$ cat src/rtl/score_display.sv
// score_display: binary-to-BCD conversion of the 8-bit game score and a
// three-digit multiplexed seven-segment driver with leading-zero blanking.
// All display pins are registered; the fourth slot is always dark so every
// digit keeps the same duty cycle.
module score_display #(
    parameter int REFRESH_DIV = 100000
) (
    input  logic       clk,
    input  logic       rst,
    input  logic [7:0] score,
    output logic [6:0] seg,
    output logic [3:0] an,
    output logic       dp,
    output logic       busy
);

    localparam int             CW       = $clog2(REFRESH_DIV);
    localparam logic [CW-1:0]  REF_LAST = CW'(REFRESH_DIV - 1);

    localparam logic [1:0] ST_IDLE  = 2'd0;
    localparam logic [1:0] ST_SHIFT = 2'd1;
    localparam logic [1:0] ST_DONE  = 2'd2;

    localparam logic [6:0] SEG_BLANK = 7'b1111111;

    logic [1:0]    state;
    logic [19:0]   shift_reg;     // {hundreds, tens, ones, binary}
    logic [2:0]    shift_cnt;
    logic [7:0]    pending;
    logic [7:0]    last_score;
    logic [3:0]    bcd_h, bcd_t, bcd_o;

    logic [CW-1:0] refresh;
    logic [1:0]    slot;

    logic [3:0]    digit;
    logic          blank;
    logic [6:0]    seg_nxt;
    logic [3:0]    an_nxt;

    // Add 3 to each BCD nibble that is 5 or more, ahead of the left shift.
    function automatic logic [19:0] add3_nibbles(input logic [19:0] v);
        logic [19:0] r;
        r = v;
        if (v[19:16] >= 4'd5) r[19:16] = v[19:16] + 4'd3;
        if (v[15:12] >= 4'd5) r[15:12] = v[15:12] + 4'd3;
        if (v[11:8]  >= 4'd5) r[11:8]  = v[11:8]  + 4'd3;
        return r;
    endfunction

    // Active-low gfedcba pattern for one decimal digit.
    function automatic logic [6:0] seg_of(input logic [3:0] d);
        case (d)
            4'd0:    seg_of = 7'b1000000;
            4'd1:    seg_of = 7'b1111001;
            4'd2:    seg_of = 7'b0100100;
            4'd3:    seg_of = 7'b0110000;
            4'd4:    seg_of = 7'b0011001;
            4'd5:    seg_of = 7'b0010010;
            4'd6:    seg_of = 7'b0000010;
            4'd7:    seg_of = 7'b1111000;
            4'd8:    seg_of = 7'b0000000;
            4'd9:    seg_of = 7'b0010000;
            default: seg_of = SEG_BLANK;
        endcase
    endfunction

    // Conversion FSM: detect a new score, shift-add-3 eight times, commit.
    // NOTE: every register here is reset, including the data path, so the
    // display shows a clean "0" right after reset and the change detector
    // re-triggers for any nonzero score.
    always_ff @(posedge clk or posedge rst) begin
        if (rst) begin
            state      <= ST_IDLE;
            shift_reg  <= '0;
            shift_cnt  <= '0;
            pending    <= '0;
            last_score <= '0;
            bcd_h      <= '0;
            bcd_t      <= '0;
            bcd_o      <= '0;
        end else begin
            // NOTE: non-blocking assignments throughout clocked logic so every
            // register samples the pre-edge values of its neighbours.
            case (state)
                ST_IDLE: begin
                    if (score != last_score) begin
                        shift_reg <= {12'b0, score};
                        pending   <= score;
                        shift_cnt <= '0;
                        state     <= ST_SHIFT;
                    end
                end
                ST_SHIFT: begin
                    shift_reg <= add3_nibbles(shift_reg) << 1;
                    shift_cnt <= shift_cnt + 3'd1;
                    if (shift_cnt == 3'd7) state <= ST_DONE;
                end
                ST_DONE: begin
                    bcd_h      <= shift_reg[19:16];
                    bcd_t      <= shift_reg[15:12];
                    bcd_o      <= shift_reg[11:8];
                    last_score <= pending;
                    state      <= ST_IDLE;
                end
                default: state <= ST_IDLE;
            endcase
        end
    end

    assign busy = (state == ST_SHIFT) || (state == ST_DONE);
    assign dp   = 1'b1;

    // Refresh divider and digit-slot rotation, independent of conversion.
    always_ff @(posedge clk or posedge rst) begin
        if (rst) begin
            refresh <= '0;
            slot    <= '0;
        end else if (refresh == REF_LAST) begin
            refresh <= '0;
            slot    <= slot + 2'd1;
        end else begin
            refresh <= refresh + 1'b1;
        end
    end

    // Pick the digit and anode for the current slot, applying blanking.
    always_comb begin
        // NOTE: defaults first so every path assigns every signal (no latch).
        digit  = bcd_o;
        blank  = 1'b0;
        an_nxt = 4'b1111;
        case (slot)
            2'd0: begin
                digit  = bcd_o;
                an_nxt = 4'b1110;
            end
            2'd1: begin
                digit  = bcd_t;
                blank  = (bcd_h == 4'd0) && (bcd_t == 4'd0);
                an_nxt = 4'b1101;
            end
            2'd2: begin
                digit  = bcd_h;
                blank  = (bcd_h == 4'd0);
                an_nxt = 4'b1011;
            end
            default: blank = 1'b1;
        endcase
        if (blank) an_nxt = 4'b1111;
        seg_nxt = blank ? SEG_BLANK : seg_of(digit);
    end

    // Register the pins so nothing reaches them combinationally.
    always_ff @(posedge clk or posedge rst) begin
        if (rst) begin
            seg <= SEG_BLANK;
            an  <= 4'b1111;
        end else begin
            seg <= seg_nxt;
            an  <= an_nxt;
        end
    end

endmodule

$ cat config.mk
export PLATFORM = sky130hd
export DESIGN_NAME = score_display
export DESIGN_NICKNAME = d
export VERILOG_FILES = /design/src/rtl/score_display.sv
export SDC_FILE = /design/constraint.sdc
export NUM_CORES = 1
export LEC_CHECK = 0
export ABC_AREA = 1
export ABC_CLOCK_PERIOD_IN_PS = 2600
export CAP_MARGIN = 20
export CELL_PAD_IN_SITES_DETAIL_PLACEMENT = 1
export CELL_PAD_IN_SITES_GLOBAL_PLACEMENT = 1
export CORE_ASPECT_RATIO = 0.6
export CORE_MARGIN = 4
export CORE_UTILIZATION = 25
export CTS_BUF_LIST = sky130_fd_sc_hd__clkbuf_4 sky130_fd_sc_hd__clkbuf_8 sky130_fd_sc_hd__clkbuf_16
export DETAILED_ROUTE_END_ITERATION = 10
export HOLD_SLACK_MARGIN = 0.12
export PLACE_DENSITY = 0.56
export SLEW_MARGIN = 25
export SYNTH_ARGS = -nofsm -noshare
export SYNTH_HDL_FRONTEND = slang
export SYNTH_SLANG_ARGS = --single-unit
$ cat constraint.sdc
create_clock -name clk -period 2.6 [get_ports clk]
set_input_delay 0.65 -clock clk [delete_from_list [all_inputs] [get_ports clk]]
set_output_delay 0.65 -clock clk [all_outputs]
set_load 0.05 [all_outputs]
# Yosys cells after proc, flatten, opt, wreduce, memory -nomap -nowiden
# Memory sizes are Yosys's and may differ from the RTL's.
# Cells that the tools add are included.
# totals
ff_bits	83
mem_bits_ro	112
inputBits	10
output_inout_bits	13
memories	1
# mem_list
memory	depth	width	rd	rd_ports_with_merged_regs	wr	line	text
(name not given)	16	7	1	0	0	53	case (d)
# classes
n_addsub	6
order_cmp	3
eq_ne	9
n_mux	16
n_reduce_logical	10
# op_table
operator	count
$pmux W20 S2	1
$mux W20	1
$add A17 B1 Y17 const B	1
$eq A17 B17 Y1 const B	1
$mux W17	1
$ge A4 B3 Y1 const B	3
$mux W4	3
$pmux W3 S3	1
$add A4 B2 Y4 const B	2
$logic_not A4 Y1	2
$ne A8 B8 Y1	1
$pmux W4 S2	1
$mux W7	1
$mux W3	2
$pmux W3 S2	1
$reduce_and A2 Y1	3
$eq A2 B1 Y1 const B	2
$eq A2 B2 Y1 const B	2
$logic_not A2 Y1	2
$mux W2	2
$ne A2 B2 Y1 const B	2
$pmux W2 S2	1
$add A3 B1 Y3 const B	1
$add A3 B2 Y3 const B	1
6 further kinds	6

# Depth between registers and ports, before layout
# logic_depth
depth_word	4
ltp_mapped	12

# Least setup slack after synthesis
# No wires, ideal clock.
# synth_path
path_type	register to register
from	register slot[0]
to	register seg[1]
setup_ns	0.060
t_arrival_ns	1.770
slack_ns	0.769
stages_incl_launch_ff	10
cell_sequence	dfrtp_1 > inv_1 > ha_1 > inv_2 > nand2_1 > o21ai_4 > inv_1 > ha_1 > or2_2 > nand2_1
# synth_between
elab_chain_cells	4
# synth_lines
item	line	text
start: declaration	34	logic [1:0] slot;
start signal: assignment	121	slot <= slot + 2'd1;
$eq A2 B2 Y1 or $eq A2 B1 Y1 (tied branches)	133	case (slot)
$pmux W4 S2	133	
$mem_v2 Z16 W7	-	
$mux W7 *	151	seg_nxt = blank ? SEG_BLANK : seg_of(digit);
net seg_nxt[1]	38	logic [6:0] seg_nxt;
end signal: assignment	160	seg <= seg_nxt;
end: declaration	11	output logic [6:0] seg,
# Mark *: on every way through the listed nets, which the timed path passes. The rest lies on a longest branch.
# A chain may end at the register's enable or synchronous reset.

# Worst setup path after layout
# layout_path
from	register seg[1]
to	output seg[1]
# No word-level cell between the ends.

==> results.py <==
metrics = {
    "outcome": {
        "status": "completed",
    },
    "global_routing": {
        "grt_pass1_wl_um": 18800,
        "grt_max_degree": 56,
        "grt.total_usage_pct": 12.2,
        "grt_pass1_vias": 3624,
        "antenna_found_initial": 0,
        "grt_overflow_total": 0,
    },
    "final_layout": {
        "largest_reg_flops": 20,
        "area_growth_pct": 18.1,
        "fin_area_um2": 5120,
        "layout-drive-gt1-share_pct": 13.1,
        "antenna_cells": 0,
        "fin_cells": 778,
        "nNetsFinal": 574,
        "post-route-util_pct": 30.8,
    },
    "cts": {
        "cts_tree": "built",
        "cts_buffer_depth": 2,
        "postCtsSetupRepairBufs": 0,
        "cts_resized": 0,
        "cts_made_buffers": 9,
        "clk_pin_slew_ns": 0.07,
        "postCtsHoldBufs": 0,
        "cts-htree-levels": 3,
        "clock-sinks": 82,
        "clock_latency_ns": 0.35,
        "root_buffer": "clkbuf_16",
    },
    "place": {
        "preCtsSetupSlack_ns": 0.308,
        "placed_cells": 762,
        "gp_congestion": 0.777,
        "dp_hpwl_um": 7640,
        "io_buffers": 20,
        "placed_area_um2": 4830,
    },
    "setup_path": {
        "crit_buf_inv": 1,
        "crit_arrival_ns": 1.67,
        "r2r_setup_slack_ns": 0.50,
        "critical_path_peak_fanout": 1,
        "crit_path_max_incr_delay_ns": 0.81,
        "path_class": "reg -> out",
        "path_cells": "clkdlybuf4s50_1",
        "cp-end-kind": "output port",
        "critical_path.startpoint_type": "flip-flop",
        "critical-path-slowest-cell": "clkdlybuf4s50_1",
        "cp.required_ns": 1.95,
        "critPathTopFamily": "buffers and inverters",
    },
    "route": {
        "vias": 3363,
        "ant_nets": 0,
        "drc": 0,
        "vias_per_cell": 4.32,
        "drtIter0Drc": 187,
        "wire_per_inst_um": 13.6,
        "wl_um": 10600,
        "dr.pass1.iters": 4,
    },
    "floorplan": {
        "die-area_um2": 19600,
        "row_count": 36,
        "die_height_um": 110,
        "start_util_pct": 26.1,
        "die_width_um": 178,
        "ioPinCount": 23,
        "core_um2": 16600,
    },
    "yosys": {
        "yosys-top-cells-area": "dfrtp_1 42%, nand2_1 11%, nand3_1 6.5%, dfstp_2 6.1%, ha_1 5.5%",
        "yosysMostFrequentCell": "nand2_1",
        "synth_cells": 520,
        "synth_enable_flop_cells": 0,
        "synth_warnings": 0,
        "ys.flop_type": "dfrtp_1",
        "synth_compound_area_share_pct": 6.92,
        "synth_cell_types": 32,
        "netlist_area_um2": 4340,
        "netlist_top_cells_count": "132 x nand2_1, 72 x dfrtp_1, 61 x inv_1",
        "ys_seq_area_share_pct": 47.6,
        "synth_top_family_by_area": "simple AND/OR/NAND/NOR gates",
        "yosysTopAreaCellShare_pct": 41.5,
        "synth-xor-area-share_pct": 3.43,
        "synth-seq-cells": 82,
        "ys_async_sr_fraction_pct": 100,
        "synth_mux_area_share_pct": 2.08,
        "synthAdderAreaFrac_pct": 5.48,
        "synth.avg_cell_area_um2": 8.34,
        "yosys.area.top_type": "dfrtp_1",
        "synth-simple-area-share_pct": 26.2,
    },
    "power_and_ir_drop": {
        "leakage_nw": 2.47,
        "total_power_mw": 5.15,
        "power_density_nw_per_um2": 1010,
        "peakVddDrop_mv": 0.352,
    },
    "timing": {
        "finalSetupViolCount": 0,
        "whs_ns": 0.461,
        "fin_crit_sh_pct": 89.3,
        "rsz0062_at_grt": "false",
        "max_freq_mhz": 431,
        "hold_violations": 0,
        "worstMarginPinSlew_ns": 0.757,
        "fin_crit_ns": 2.32,
        "setup_tns_ns": 0,
        "drv_slew": 0,
        "slew-limit-headroom_pct": 49.5,
        "skew_ns": 0.00906,
        "fin_ws_ns": 0.278,
    },
    "hold_path": {
        "hp-class": "reg -> reg",
    },
    "flow_run": {
        "cap_violations": 0,
    },
}
-- final cells by class --
cell class / count / area (µm²)
Fill cell: 1959 / 11500
Sequential cell: 82 / 2060
Multi-Input combinational cell: 356 / 1920
Timing Repair Buffer: 31 / 310
Tap cell: 228 / 285
Clock buffer: 14 / 282
Inverter: 65 / 248
Clock inverter: 2 / 12.5
-- power breakdown --
group / internal [mW] / switching [mW]
logic: 0.692 / 1.23
registers: 1.69 / 0.280
clock network: 0.746 / 0.524
total: 3.12 / 2.03
-- kinds of logic after synthesis --
family | count (synthesis)
buffers and inverters | 83
flip-flops | 82
other | 1
multiplexers | 8
AND/OR/NAND/NOR | 254
adder cells (fa/ha/maj) | 19
AO/OA/AOI/OAI | 56
XOR/XNOR | 17
-- layout by cell type (no fill, tap or decap), types with 11 or more instances in the layout --
cell type,count
nand2_1,132
o21ai_0,36
nor2_1,34
dfrtp_1,72
xor2_1,11
clkdlybuf4s50_1,19
nand3_1,56
ha_1,19
a21oi_1,15
inv_1,60
-- worst paths after layout --
| kind | startpoint | to | cells past startpoint |
|---|---|---|---|
| max in group asynchronous | rst | pending[7]$_DFFE_PP0P_ | 3 |
| hold / removal | refresh[0]$_DFF_PP0_ | refresh[0]$_DFF_PP0_ | 1 |
| min in group asynchronous | rst | bcd_t[1]$_DFFE_PP0N_ | 2 |
| hold reg to reg | refresh[0]$_DFF_PP0_ | refresh[0]$_DFF_PP0_ | 1 |
| setup reg to reg | slot[0]$_DFFE_PP0N_ | seg[1]$_DFF_PP1_ | 10 |
| setup / recovery | seg[1]$_DFF_PP1_ | seg[1] | 1 |
-- layer usage --
layer	track usage, %	up-vias	routed length, µm
met1	18.1	1620	5990
met5	0	-	0
li1	-	1702	-
met2	17.2	35	4180
met4	3.97	0	140
met3	3.00	6	302
Note: power is estimated with default switching activity, not from simulation.
